===== src/rtl/inj_seq_pkg.sv =====
// Shared widths, config payload type and helpers for the injection sequencer.
package inj_seq_pkg;

    localparam int unsigned INJ_NCH     = 4;
    localparam int unsigned INJ_PHASE_W = 16;
    localparam int unsigned INJ_CYC_W   = 32;

    // One channel's schedule: start phase, firing revolution, pulse width.
    typedef struct packed {
        logic [INJ_PHASE_W-1:0] phase;
        logic                   rev;
        logic [INJ_CYC_W-1:0]   on;
    } inj_cfg_t;

    localparam inj_cfg_t INJ_CFG_RESET = '{phase: '0, rev: 1'b0, on: '0};

    // Build a config entry from its individual fields.
    function automatic inj_cfg_t inj_cfg_pack(
        input logic [INJ_PHASE_W-1:0] phase,
        input logic                   rev,
        input logic [INJ_CYC_W-1:0]   on
    );
        inj_cfg_t c;
        c.phase = phase;
        c.rev   = rev;
        c.on    = on;
        return c;
    endfunction

    // A zero pulse width marks a channel as disabled.
    function automatic logic inj_cfg_enabled(input inj_cfg_t c);
        return (c.on != '0);
    endfunction

endpackage


===== src/rtl/inj_pulse_timer.sv =====
// Per-channel pulse timer: loads a width when idle, counts down to zero.
module inj_pulse_timer
    import inj_seq_pkg::*;
#(
    parameter int unsigned CYC_W = INJ_CYC_W
) (
    input  logic             clk,
    input  logic             rst_n,
    input  logic             load,
    input  logic [CYC_W-1:0] load_val,
    output logic             busy
);

    logic [CYC_W-1:0] timer_q;
    logic [CYC_W-1:0] timer_d;

    // Next count: load only from idle, otherwise decrement while nonzero.
    always_comb begin
        timer_d = timer_q;
        if (timer_q == '0) begin
            if (load) begin
                timer_d = load_val;
            end
        end else begin
            timer_d = timer_q - CYC_W'(1);
        end
    end

    // Count register; reset drops any pulse in progress.
    always_ff @(posedge clk) begin
        if (!rst_n) begin
            timer_q <= '0;
        end else begin
            timer_q <= timer_d;
        end
    end

    assign busy = (timer_q != '0);

endmodule


===== src/rtl/inj_sequencer.sv =====
// Multi-channel sequential injection scheduler: revolution tracking from crank
// sync, shadow/active config tables, phase match and per-channel pulse timers.
module inj_sequencer
    import inj_seq_pkg::*;
#(
    parameter  int unsigned NCH     = INJ_NCH,
    parameter  int unsigned PHASE_W = INJ_PHASE_W,
    parameter  int unsigned CYC_W   = INJ_CYC_W,
    localparam int unsigned CH_W    = (NCH > 1) ? $clog2(NCH) : 1
) (
    input  logic               clk,
    input  logic               rst_n,
    input  logic               en,
    input  logic               trigger,
    input  logic [PHASE_W-1:0] eng_phase,
    input  logic               cfg_valid,
    output logic               cfg_ready,
    input  logic [CH_W-1:0]    cfg_ch,
    input  logic [PHASE_W-1:0] cfg_phase,
    input  logic               cfg_rev,
    input  logic [CYC_W-1:0]   cfg_on,
    output logic               synced,
    output logic [NCH-1:0]     inj_out,
    output logic [NCH-1:0]     overlap_err
);

    // Engine-cycle tracking
    logic rev_q;
    logic rev_d;
    logic synced_q;
    logic synced_d;
    logic cfg_ready_q;

    // Config tables: shadow takes writes, active is used for matching
    inj_cfg_t shadow_q [NCH];
    inj_cfg_t shadow_d [NCH];
    inj_cfg_t active_q [NCH];
    inj_cfg_t active_d [NCH];
    inj_cfg_t sel_c    [NCH];

    logic [NCH-1:0] fire_c;
    logic [NCH-1:0] busy_c;
    logic [NCH-1:0] overlap_q;
    logic [NCH-1:0] overlap_d;

    logic sync_c;
    logic rev_n_c;
    logic synced_n_c;
    logic commit_c;
    logic accept_c;

    // Sync, revolution and commit decode for the current cycle.
    always_comb begin
        sync_c     = trigger && (eng_phase == '0);
        rev_n_c    = sync_c ? ~rev_q : rev_q;
        synced_n_c = synced_q | sync_c;
        commit_c   = sync_c && !rev_n_c;
        accept_c   = cfg_valid && cfg_ready_q;
        rev_d      = rev_n_c;
        synced_d   = synced_n_c;
    end

    // Shadow writes and atomic commit; commit copies the pre-write shadow.
    always_comb begin
        for (int unsigned i = 0; i < NCH; i++) begin
            shadow_d[i] = shadow_q[i];
            active_d[i] = commit_c ? shadow_q[i] : active_q[i];
            if (accept_c && (cfg_ch == CH_W'(i))) begin
                shadow_d[i] = inj_cfg_pack(INJ_PHASE_W'(cfg_phase), cfg_rev,
                                           INJ_CYC_W'(cfg_on));
            end
        end
    end

    // Phase/revolution match; on a commit cycle the new (shadow) config is used.
    always_comb begin
        fire_c    = '0;
        overlap_d = '0;
        for (int unsigned i = 0; i < NCH; i++) begin
            sel_c[i]  = commit_c ? shadow_q[i] : active_q[i];
            fire_c[i] = synced_n_c && trigger
                        && (eng_phase == PHASE_W'(sel_c[i].phase))
                        && (rev_n_c == sel_c[i].rev)
                        && inj_cfg_enabled(sel_c[i]);
            overlap_d[i] = fire_c[i] && busy_c[i];
        end
    end

    // Control and table registers.
    always_ff @(posedge clk) begin
        if (!rst_n) begin
            rev_q       <= 1'b1;
            synced_q    <= 1'b0;
            cfg_ready_q <= 1'b0;
            overlap_q   <= '0;
            for (int unsigned i = 0; i < NCH; i++) begin
                shadow_q[i] <= INJ_CFG_RESET;
                active_q[i] <= INJ_CFG_RESET;
            end
        end else begin
            rev_q       <= rev_d;
            synced_q    <= synced_d;
            cfg_ready_q <= 1'b1;
            overlap_q   <= overlap_d;
            for (int unsigned i = 0; i < NCH; i++) begin
                shadow_q[i] <= shadow_d[i];
                active_q[i] <= active_d[i];
            end
        end
    end

    // One pulse timer per channel; a fire while busy is dropped here.
    for (genvar g = 0; g < NCH; g++) begin : g_ch
        inj_pulse_timer #(
            .CYC_W (CYC_W)
        ) u_timer (
            .clk      (clk),
            .rst_n    (rst_n),
            .load     (fire_c[g] && !busy_c[g]),
            .load_val (CYC_W'(sel_c[g].on)),
            .busy     (busy_c[g])
        );
    end

    // en truncates the visible pulse without pausing the timers.
    assign inj_out     = busy_c & {NCH{en}};
    assign overlap_err = overlap_q;
    assign synced      = synced_q;
    assign cfg_ready   = cfg_ready_q;

endmodule


===== config.mk =====
export PLATFORM = sky130hd
export DESIGN_NAME = inj_sequencer
export DESIGN_NICKNAME = d
export VERILOG_FILES = /design/src/rtl/inj_seq_pkg.sv /design/src/rtl/inj_pulse_timer.sv /design/src/rtl/inj_sequencer.sv
export SDC_FILE = /design/constraint.sdc
export NUM_CORES = 1
export LEC_CHECK = 0
export CAP_MARGIN = 15
export CORE_AREA = 2 2 224 226
export DETAILED_ROUTE_END_ITERATION = 8
export DIE_AREA = 0 0 226 228
export PLACE_DENSITY_LB_ADDON = 0.3
export SLEW_MARGIN = 20
export SYNTH_ARGS = -nofsm -noshare
export SYNTH_HDL_FRONTEND = slang
export SYNTH_HIERARCHICAL = 1
export SYNTH_SLANG_ARGS = --single-unit
export TNS_END_PERCENT = 10

===== constraint.sdc =====
create_clock -name clk -period 5.87 [get_ports clk]
set_clock_uncertainty 0.05 [all_clocks]
set_input_delay 1.761 -clock clk [delete_from_list [all_inputs] [get_ports clk]]
set_output_delay 1.761 -clock clk [all_outputs]
set_load 0.01 [all_outputs]

### Word level (Yosys, flattened, before mapping)

Memory sizes are Yosys's and may differ from the RTL's.
Cells that the tools add are included.

| storage, ports and cells | value |
|---|---|
| register bits after elaboration | 135 |
| RAM bits | 392 |
| memories | 2 |
| input bits | 72 |
| logic and storage cells | 114 |
| output and inout bits | 10 |

Memory list:

| name | words | bits a word | rd ports | clocked after memory_dff | write ports | RTL line | source |
|---|---|---|---|---|---|---|---|
| active_q | 4 | 49 | 4 | 0 | 4 | inj_sequencer.sv:37 | `inj_cfg_t active_q [NCH];` |
| shadow_q | 4 | 49 | 4 | 0 | 4 | inj_sequencer.sv:35 | `inj_cfg_t shadow_q [NCH];` |

| operators by class | value |
|---|---|
| reduce and logical (&&, ||, !) cells | 47 |
| equality and inequality tests | 15 |
| bitwise logic cells | 11 |
| $add $sub $neg | 4 |
| muxes and demuxes | 27 |

Operators by type and width:

| cell | number |
|---|---|
| 49-bit 2-to-1 mux | 16 |
| 32-bit 2-to-1 mux | 8 |
| 32-bit nonzero test | 8 |
| 32-bit zero test | 4 |
| 32-bit by 1-bit subtractor with 32-bit output, second input constant | 4 |
| 16-bit == test | 4 |
| 1-bit logical AND | 28 |
| 16-bit zero test | 1 |
| 1-bit OR | 9 |
| 2-bit by 1-bit != test with 1-bit output, second input constant | 4 |
| 1-bit zero test | 5 |
| 4-bit AND | 1 |
| 1-bit == test | 4 |
| 2-bit == test, second input constant | 2 |
| 1-bit 2-to-1 mux | 3 |
| 2-bit by 1-bit == test with 1-bit output, second input constant | 1 |
| 2-bit zero test | 1 |
| 1-bit NOT | 1 |

### Longest topological paths before layout

Gate-level depths: netlist (run 1).

| logic depth | value |
|---|---|
| word-level depth | 13 |
| mapped depth | 18 |

### By module

The synthesis (run 1) kept the hierarchy.

Modules (own cells, without submodules):

| module | cells each | area an instance (sq um) | sequential area each (sq um) | instances |
|---|---|---|---|---|
| inj_sequencer | 1753 | 16438.3 | 7987.7 | 1 |
| inj_pulse_timer (g_ch[0].u_timer ...) | 243 | 2028.2 | 640.6 | 2 |
| inj_pulse_timer (g_ch[2].u_timer ...) | 240 | 1913.1 | 640.6 | 2 |

### Worst setup path before layout (run 1)

OpenSTA, ideal clock, no wires.

| timing | value |
|---|---|
| path kind | input to register |
| from | in eng_phase[13] |
| to | reg g_ch[0].u_timer.timer_q[24] |
| path buffers | 5 |
| stages on the path | 16 |
| data required time | 5.734 ns |
| library setup time | 0.086 ns |
| data arrival time | 5.370 ns |
| setup slack | 0.364 ns |
| path through | clkbuf_1 > nor4b_1 > nand4_1 > nor4_2 > ha_1 > buf_6 > buf_4 > mux2i_1 > xor2_1 > nand4_1 > a2111o_1 > nor4_1 > clkbuf_1 > clkbuf_1 > a21oi_1 > a211oi_1 |

| on the way | value |
|---|---|
| longest elaborated chain between the ends | 12 |

RTL lines:

| element | RTL line | source |
|---|---|---|
| from (decl) | inj_sequencer.sv:15 | `input logic [PHASE_W-1:0] eng_phase,` |
| 16-bit zero test | inj_sequencer.sv:54 | `sync_c = trigger && (eng_phase == '0);` |
| 1-bit logical AND | inj_sequencer.sv:54 |  |
| 1-bit 2-to-1 mux | inj_sequencer.sv:55 | `rev_n_c = sync_c ? ~rev_q : rev_q;` |
| 1-bit zero test | inj_sequencer.sv:57 | `commit_c = sync_c && !rev_n_c;` |
| 1-bit logical AND | inj_sequencer.sv:57 |  |
| 49-bit 2-to-1 mux | inj_sequencer.sv:80 | `sel_c[i] = commit_c ? shadow_q[i] : active_q[i];` |
| 16-bit == test | inj_sequencer.sv:82 | `&& (eng_phase == PHASE_W'(sel_c[i].phase))` |
| 1-bit logical AND | inj_sequencer.sv:82 |  |
| 1-bit logical AND | inj_sequencer.sv:83 | `&& (rev_n_c == sel_c[i].rev)` |
| 1-bit logical AND | inj_sequencer.sv:84 | `&& inj_cfg_enabled(sel_c[i]);` |
| 1-bit logical AND | inj_sequencer.sv:119 | `.load (fire_c[g] && !busy_c[g]),` |
| 2-bit by 1-bit != test with 1-bit output (no line) | n/a |  |
| to (signal assigned) | inj_pulse_timer.sv:34 | `timer_q <= timer_d;` |
| to (decl) | inj_pulse_timer.sv:14 | `logic [CYC_W-1:0] timer_q;` |

Several ways; a longest one is shown, not always the timed one. The select of a mux whose other input is x is not followed.
A chain may end at the register's enable or synchronous reset.

### Final worst setup path (run 1)

| timing | value |
|---|---|
| from | in eng_phase[13] |
| to | reg g_ch[1].u_timer.timer_q[24] |

| on the way | value |
|---|---|
| longest elaborated chain between the ends | 12 |

RTL lines:

| element | RTL line |
|---|---|
| 16-bit zero test | inj_sequencer.sv:54 |
| 1-bit logical AND | inj_sequencer.sv:54 |
| 1-bit 2-to-1 mux | inj_sequencer.sv:55 |
| 1-bit zero test | inj_sequencer.sv:57 |
| 1-bit logical AND | inj_sequencer.sv:57 |
| 49-bit 2-to-1 mux | inj_sequencer.sv:80 |
| 16-bit == test | inj_sequencer.sv:82 |
| 1-bit logical AND | inj_sequencer.sv:82 |
| 1-bit logical AND | inj_sequencer.sv:83 |
| 1-bit logical AND | inj_sequencer.sv:84 |
| 1-bit logical AND | inj_sequencer.sv:119 |
| 2-bit by 1-bit != test with 1-bit output (no line) | n/a |
| to (signal assigned) | inj_pulse_timer.sv:34 |
| to (decl) | inj_pulse_timer.sv:14 |

Several ways; a longest one is shown, not always the timed one. The select of a mux whose other input is x is not followed.

==> qor.yml, run 1 <==
multi_input_area_um2: 12700
layout_min_cycle_time_ns: 5.61
io_pins: 82
antenna_found_initial: 1
regArea_um2: 10600
dieWidth_um: 226
synth_top_family_by_area: "simple AND/OR/NAND/NOR gates"
dp_hpwl_um: 48300
post-cts-setup-buffer-count: 0
place_ws_ns: -0.195
wire_per_inst_um: 20.1
vias: 20200
area_growth_pct: 13.7
power_switching_mw: 4.24
drc: 0
end_kind: "register"
status: "finished clean"
synth-simple-area-share_pct: 25.7
synth_compound_area_share_pct: 13.3
clk-insertion-delay-late_ns: 0.61
drv_cap: 0
postLayoutCoreUtil_pct: 56.0
finalWorstSetupSlack_ns: 0.256
pwr-share-comb_pct: 31.2
tightest_slew_ns: 0.966
synth_warnings: 6
n_antenna_cell: 0
antenna_left: 0
ys_seq_elements: 527
clockPowerShare_pct: 30.6
holdWs_ns: 0.415
die_area_um2: 51500
holdBufCountCts: 0
grt_setup_unrepaired: "false"
cp_max_fo: 29
syn_area_per_cell_um2: 8.94
clock_path_buffers: 3
track_usage_pct: 26.6
place.gp.congestion: 0.884
grt_pass1_vias: 19200
grt_pass1_wl_um: 108000
p_int_mw: 7.47
cts_sinks: 527
synth.net_count: 2800
period_share_pct: 95.6
async_reset_ff_share_pct: 0
initial_core_util_pct: 49.3
critPathKind: "in2reg"
start_kind: "primary input"
row_count: 82
min_path_type: "reg2reg"
report.final.slew_viol_count: 0
max_clock_freq_mhz: 178
clk_pin_slew_ns: 0.06
grt_max_degree: 116
sw_frac_of_total_pct: 36.2
peakVddDrop_v: 0.000415
overflow: 0
drtPass1Iterations: 5
port_buffers: 81
cts_root_buffer: "clkbuf_16"
critPathRequiredTime_ns: 6.33
cts_tree: "done"
relSlewSlack_pct: 35.5
synth_ff_type: "dfxtp_1"
nNetsFinal: 2820
viasPerCell: 5.83
drtIter0Drc: 1782
syn_area_um2: 24300
yosysUniqueCellTypes: 63
leakage_nw: 9.77
synth_adder_area_share_pct: 0.463
ctsHtreeMaxLevel: 2
cts_resized: 0
synth_xor_area_share_pct: 3.82
core_area_um2: 49300
synth-edff-count: 0
drive_above_1_share_pct: 11.8
crit_arrival_ns: 6.07
ys_seq_area_share_pct: 43.4
wirelength_um: 69400
hold_viol: 0
die_y_um: 228
power_density_nw_per_um2: 424
n_fill_cell: 4367
synthMuxAreaShare_pct: 8.65
p_total_mw: 11.7
cts_buffers: 56
p_seq_share_pct: 38.2
setup_viol: 0
syn_inst: 2719
==> cells in the final DEF (no fill, tap or decap), drive strengths merged, types with 8 or more instances in the layout <==
| cell type | netlist | final |
|---|---|---|
| a211oi | 30 | 30 |
| a21boi | 196 | 196 |
| a21oi | 42 | 42 |
| a31oi | 38 | 38 |
| and2 | 123 | 123 |
| and3 | 22 | 22 |
| buf | 59 | 65 |
| clkbuf | 124 | 83 |
| clkdlybuf4s50 | 0 | 80 |
| clkinv | 0 | 13 |
| dfxtp | 527 | 527 |
| ha | 9 | 9 |
| inv | 65 | 67 |
| mux2 | 114 | 114 |
| mux2i | 82 | 82 |
| nand2 | 478 | 478 |
| nand2b | 8 | 8 |
| nand3 | 94 | 94 |
| nand4 | 49 | 49 |
| nand4b | 8 | 8 |
| nor2 | 65 | 65 |
| nor2b | 88 | 88 |
| nor3 | 68 | 68 |
| nor4 | 109 | 109 |
| nor4b | 11 | 11 |
| o21ai | 40 | 40 |
| o22ai | 12 | 12 |
| o311a | 16 | 16 |
| o31ai | 8 | 8 |
| o41ai | 16 | 16 |
| or3 | 24 | 24 |
| or4 | 28 | 28 |
| xnor2 | 81 | 81 |
| xor2 | 25 | 25 |
==> layer usage <==
metal / up-vias / wire length (um) / global-route usage [%] / share of wire (%)
met2: 669 / 31000 / 41.0 / 45
met1: 9749 / 30900 / 36.9 / 45
li1: 9601 / - / - / -
met4: 2 / 2600 / 10.4 / 3.7
met5: - / 12 / 0 / 0.017
met3: 130 / 4870 / 4.51 / 7.0
==> cells in the mapped netlist, drive strengths merged (38+ instances only) <==
library cell / count / share of area, %
a21boi: 196 / 6.1
a21oi: 42 / 0.86
a31oi: 38 / 0.98
and2: 123 / 3.2
buf: 59 / 1.8
clkbuf: 124 / 1.9
dfxtp: 527 / 43
inv: 65 / 1.0
mux2: 114 / 5.3
mux2i: 82 / 3.4
nand2: 478 / 7.4
nand3: 94 / 1.9
nand4: 49 / 1.4
nor2: 65 / 1.0
nor2b: 88 / 2.3
nor3: 68 / 1.4
nor4: 109 / 3.7
o21ai: 40 / 0.82
xnor2: 81 / 2.9
==> power groups by stage <==
stage | clock [mW] | combinational, mW | sequential, mW
after global placement | 0 | 3.50 | 4.51
after global routing | 3.77 | 4.04 | 4.54
after floorplan | 0 | 2.98 | 4.41
final | 3.58 | 3.66 | 4.48
after CTS | 3.62 | 3.62 | 4.46
after detailed placement | 0 | 3.60 | 4.53
==> flip-flops by register name (all words and copies together) (netlist names) <==
signal and cells:
synced 1, rev_q 1, cfg_ready 1, active_q 196, g_ch.u_timer/timer_q 128, shadow_q 196
overlap_err 4
==> cells by family (layout without fill, tap and decap cells) <==
logic type	count (synthesis)	count (layout)
AO/OA/AOI/OAI	444	444
flip-flops	527	527
buffers and inverters	248	313
XOR/XNOR	106	106
multiplexers	196	196
adder cells (fa/ha/maj)	9	9
AND/OR/NAND/NOR	1189	1189
==> path summary, 6_finish.rpt <==
kind | from | endpoint | slack, ns | cells past startpoint
setup / recovery | eng_phase[13] | g_ch[1].u_timer/timer_q[24] | 0.26 | 15
hold / removal | shadow_q[3][15] | shadow_q[3][15] | 0.42 | 2
setup reg to reg | rev_q | g_ch[1].u_timer/timer_q[24] | 2.47 | 11
hold reg to reg | shadow_q[3][15] | shadow_q[3][15] | 0.42 | 2
==> layout make-up <==
cell class / count / share of cell area (%)
Clock inverter: 20 / 0.719
Multi-Input combinational cell: 1944 / 45.9
Tap cell: 672 / 3.04
Clock buffer: 83 / 6.05
Timing Repair Buffer: 145 / 5.21
Inverter: 65 / 0.882
Sequential cell: 527 / 38.1
==> worst max-delay path, cell delays in order <==
cell and delay, ns:
clkdlybuf4s50_1 0.48, nor4b_1 0.32, nand4_1 0.20, nor4_2 0.37, ha_4 0.27, buf_12 0.25
mux2i_1 0.35, xnor2_1 0.12, nor4_1 0.66, nand2_1 0.22, nor4_2 0.36, buf_12 0.19
buf_12 0.16, a21oi_1 0.08, a211oi_1 0.23
==> stage by stage <==
step | cells | setup TNS, ns | cell area [um2]
after floorplan | 2719 | 0 | 24300
after global placement | 3352 | -1.39 | 25700
after CTS | 3455 | 0 | 27600
after detailed placement | 3352 | -3.16 | 25700
final | 3456 | 0 | 27700
after global routing | 3456 | 0 | 27700
Power figures use the tool's default switching activity.
==> run 2: changes to the inputs <==
- CTS_CLUSTER_DIAMETER: default -> 50
- MAX_ROUTING_LAYER: default -> met4
==> qor.yml, run 2 (synthesis gave the netlist of run 1 again) <==
status: "finished clean"
clock_path_buffers: 3
final_common_cell: "dfxtp_1"
start_kind: "primary input"
p_int_mw: 7.79
multi_input_area_um2: 12700
cts_sinks: 527
ctsHtreeMaxLevel: 2
max_clock_freq_mhz: 180
viasPerCell: 5.82
setup_viol: 0
clockPowerShare_pct: 32.5
worstHoldStart: "shadow_q[2][42]"
drc: 0
initial_core_util_pct: 49.3
holdWs_ns: 0.412
critPathRequiredTime_ns: 6.32
n_fill_cell: 4303
cts_root_buffer: "clkbuf_16"
ff2ff_path_depth: 10
drtIter0Drc: 1875
drv_cap: 0
hold_viol: 0
pwr-share-comb_pct: 30.4
slowest_stage: "clkdlybuf4s50_1"
regArea_um2: 10600
r2r_setup_slack_ns: 2.45
dieWidth_um: 226
power_switching_mw: 4.27
clk-insertion-delay-late_ns: 0.62
report.final.slew_viol_count: 0
track_usage_pct: 27.4
place_ws_ns: -0.280
grt_max_degree: 124
post-cts-setup-buffer-count: 0
port_buffers: 81
core_area_um2: 49300
drive_above_1_share_pct: 11.9
dp_cells: 3353
power_density_nw_per_um2: 433
io_pins: 82
p_total_mw: 12.1
min_path_type: "reg2reg"
grt_setup_unrepaired: "false"
leakage_nw: 9.85
dp_hpwl_um: 48400
die_y_um: 228
rr_endpoint: "g_ch[1].u_timer/timer_q[7]"
nNetsFinal: 2822
cts_tree: "done"
holdPathStages: 2
crit_chain: "clkdlybuf4s50_1, nor4b_1, nand4_1, nor4_2, ha_4, buf_12, mux2i_1, xnor2_1, nor4_2, nand2_1, nor4_2, buf_12, buf_12, nand3_1, a311oi_1"
relSlewSlack_pct: 28.8
tightest_slew_ns: 1.07
critPathKind: "in2reg"
grt_pass1_wl_um: 108000
layout_min_cycle_time_ns: 5.55
slowest_delay_ns: 0.48
top_regs: "active_q (196), shadow_q (196), g_ch.u_timer/timer_q (128)"
wire_per_inst_um: 20.0
drtPass1Iterations: 7
grt_pass1_vias: 19200
end_kind: "register"
place.gp.congestion: 0.949
antenna_found_initial: 0
antenna_left: 0
sw_frac_of_total_pct: 35.4
cts_buffers: 58
area_growth_pct: 14.4
cp_max_fo: 29
final_cell_mix: "dfxtp_1, nand2_1, a21boi_0"
period_share_pct: 94.6
die_area_um2: 51500
wirelength_um: 69300
finalWorstSetupSlack_ns: 0.316
overflow: 0
holdPathEnd: "shadow_q[2][42]"
crit_buf_inv: 4
fin_cells: 3463
timing.rr.start: "g_ch[1].u_timer/timer_q[20]"
peakVddDrop_v: 0.000517
row_count: 82
critical_path.top_delay_family: "simple AND/OR/NAND/NOR gates"
holdBufCountCts: 0
vias: 20100
p_seq_share_pct: 37.1
clk_pin_slew_ns: 0.06
crit_arrival_ns: 6.00
==> run 2: cell count changes in the layout (fill, tap and decap cells not counted), sizes merged <==
cell	before	now
diode	0	1
clkbuf	83	85
inv	67	68
clkinv	13	10
bufinv	3	9
==> run 2: tightest hold or removal path, cell delays in order (launching register included) <==
cell	delay, ns
dfxtp_1	0.31
nand2_1	0.04
a21boi_0	0.06
==> run 2: cell type report <==
type                            instances  area share, %
Multi-Input combinational cell       1944           45.7
Inverter                               65          0.877
Timing Repair Buffer                  145           5.06
Clock buffer                           85           6.12
Tap cell                              672           3.02
Sequential cell                       527           37.9
Clock inverter                         24           1.32
Antenna cell                            1        0.00899
==> run 2: power groups by stage <==
stage / Combinational (mW) / Sequential, mW / Clock (mW)
final: 3.67 / 4.47 / 3.92
after CTS: 3.63 / 4.46 / 3.95
after detailed placement: 3.61 / 4.53 / 0
after global placement: 3.53 / 4.51 / 0
after floorplan: 2.98 / 4.41 / 0
after global routing: 4.04 / 4.54 / 4.11
==> run 2: timing repair <==
item	in CTS	in global routing
hold endpoints to repair	0	0
endpoints found under the setup margin	0	1
resized for setup	0	1
==> run 2: how the worst max path moves through the flow <==
| stage | start | end | slack (ns) | depth (start not counted) |
|---|---|---|---|---|
| detailed placement | eng_phase[5] | g_ch[1].u_timer/timer_q[7] | -0.28 | 15 |
| CTS | eng_phase[5] | g_ch[1].u_timer/timer_q[7] | 0.31 | 15 |
| global placement | eng_phase[13] | g_ch[1].u_timer/timer_q[7] | -0.17 | 15 |
| floorplan | eng_phase[13] | g_ch[0].u_timer/timer_q[24] | 0.36 | 16 |
| global route | eng_phase[5] | g_ch[1].u_timer/timer_q[7] | 0.16 | 15 |
| finish | eng_phase[13] | g_ch[1].u_timer/timer_q[7] | 0.32 | 15 |
==> run 2: routing by layer <==
layer	share of wire (%)	global-route usage [%]	vias to the layer above
met3	6.9	4.30	165
met1	45	37.5	9690
met5	0	-	-
met2	44	40.9	681
li1	-	-	9607
met4	3.9	10.3	0
==> run 2: through the flow <==
stage | utilization (%) | setup TNS [ns] | cell area, um2
after floorplan | - | 0 | 24300
after global placement | 52.2 | -2.45 | 25700
after detailed placement | 52.2 | -8.02 | 25700
after CTS | 56.3 | 0 | 27800
after global routing | 56.4 | 0 | 27800
final | 56.4 | 0 | 27800
==> run 3: changes to the inputs <==
- GPL_TIMING_DRIVEN: default -> 1
- clock period: 5.87 -> 4.45 ns (I/O delays scaled with it)
==> qor.yml, run 3 (synthesis gave the netlist of run 1 again) <==
drtIter0Drc: 1709
clk_pin_slew_ns: 0.06
dieWidth_um: 226
drtPass1Iterations: 6
dp_hpwl_um: 50200
holdBufCountCts: 0
antenna_found_initial: 2
row_count: 82
critPathRequiredTime_ns: 3.06
start_kind: "register"
worstHoldStart: "shadow_q[1][12]"
area_growth_pct: 20.4
grt_max_degree: 122
holdWs_ns: 0.415
antenna_left: 0
wirelength_um: 72700
port_buffers: 81
min_path_type: "reg2reg"
top_regs: "active_q (196), shadow_q (196), g_ch.u_timer/timer_q (128)"
ctsHtreeMaxLevel: 2
track_usage_pct: 28.2
hold_viol: 0
cts_buffers: 59
relSlewSlack_pct: 29.8
wire_per_inst_um: 20.3
viasPerCell: 5.82
place.gp.congestion: 0.916
finalWorstSetupSlack_ns: 0.0592
holdPathStages: 2
fin_cells: 3585
final_cell_mix: "dfxtp_1, nand2_1, a21boi_0"
critPathKind: "reg2out"
die_y_um: 228
report.final.slew_viol_count: 0
tightest_slew_ns: 1.05
holdPathEnd: "shadow_q[1][12]"
timing.rr.start: "rev_q"
initial_core_util_pct: 49.3
drv_cap: 0
cp_max_fo: 11
period_share_pct: 98.7
setup_viol: 0
clk-insertion-delay-late_ns: 0.63
nNetsFinal: 2947
drc: 0
clock_path_buffers: 3
cts_root_buffer: "clkbuf_16"
leakage_nw: 10.7
power_density_nw_per_um2: 544
crit_arrival_ns: 3.01
ff2ff_path_depth: 13
rr_endpoint: "g_ch[3].u_timer/timer_q[8]"
max_clock_freq_mhz: 228
layout_min_cycle_time_ns: 4.39
grt_pass1_wl_um: 112000
peakVddDrop_v: 0.000403
place_ws_ns: -1.03
final_common_cell: "dfxtp_1"
drive_above_1_share_pct: 17.5
status: "finished clean"
vias: 20900
dp_cells: 3446
overflow: 0
die_area_um2: 51500
fin_tns_setup_ns: 0
cts_sinks: 527
end_kind: "primary output"
grt_pass1_vias: 19900
cts_tree: "done"
r2r_setup_slack_ns: 1.30
grt_setup_unrepaired: "true"
core_area_um2: 49300
io_pins: 82
[run 3: cell count changes in the layout (fill, tap and decap cells not counted), sizes merged, moves of 3 or more]
cell,previous run,this run
buf,65,185
bufinv,9,6
clkdlybuf4s50,80,65
clkinvlp,2,5
dlymetal6s2s,0,10
inv,68,71
[run 3: worst max path at each step]
stage | startpoint | end | slack (ns)
floorplan | eng_phase[7] | g_ch[0].u_timer/timer_q[15] | -0.12
global placement | eng_phase[7] | g_ch[2].u_timer/timer_q[0] | -1.01
detailed placement | eng_phase[14] | g_ch[2].u_timer/timer_q[10] | -1.03
CTS | eng_phase[15] | g_ch[2].u_timer/timer_q[10] | -0.07
global route | g_ch[1].u_timer/timer_q[10] | inj_out[1] | -0.1
finish | g_ch[1].u_timer/timer_q[20] | inj_out[1] | 0.06
[run 3: power breakdown]
group / internal, mW / leakage [nW] / switching (mW)
sequential: 5.25 / 4.27 / 0.679
combinational: 1.93 / 5.42 / 3.08
clock: 2.96 / 0.977 / 2.05
total: 10.1 / 10.7 / 5.80
[run 3: worst max-delay path: stages, from the launching register on]
cell and delay (ns):
dfxtp_1 0.38, nor4_4 0.45, nand2_2 0.25, nor4_4 0.44, inv_2 0.18, and2_1 0.21
clkdlybuf4s50_1 0.47
[run 3: metrics by stage]
stage	area (um2)	utilization [%]	total power [mW]
after CTS	28800	58.3	15.9
after detailed placement	26600	53.9	10.8
final	29300	59.4	15.9
after global routing	29300	59.4	16.7
after global placement	26600	53.9	10.7
after floorplan	24600	-	9.76
[run 3: area by class of cell]
| cell class | instances | area [um2] |
|---|---|---|
| sequential | 527 | 10600 |
| fill | 4160 | 20100 |
| inverter | 65 | 246 |
| clock inverter | 29 | 349 |
| clock buffer | 78 | 1650 |
| timing repair buffer | 269 | 2560 |
| multi-input combinational | 1944 | 13100 |
| antenna | 1 | 2.50 |
| tap | 672 | 841 |
[run 3: layer usage]
layer | global-route usage (%) | vias up | part of all wire (%)
met5 | - | - | 0
met4 | 8.55 | 0 | 3.0
met3 | 3.34 | 164 | 7.0
met2 | 43.5 | 724 | 46
met1 | 38.8 | 10100 | 44
li1 | - | 9876 | -
[run 3: what timing repair did]
action | 4_1_cts | 5_1_grt
setup endpoints to repair | 130 | 130
resized for setup | 23 | 66
buffers inserted | 7 | 22
gates cloned | 0 | 4
pin swaps | 8 | 18
hold endpoints to repair | 0 | 0
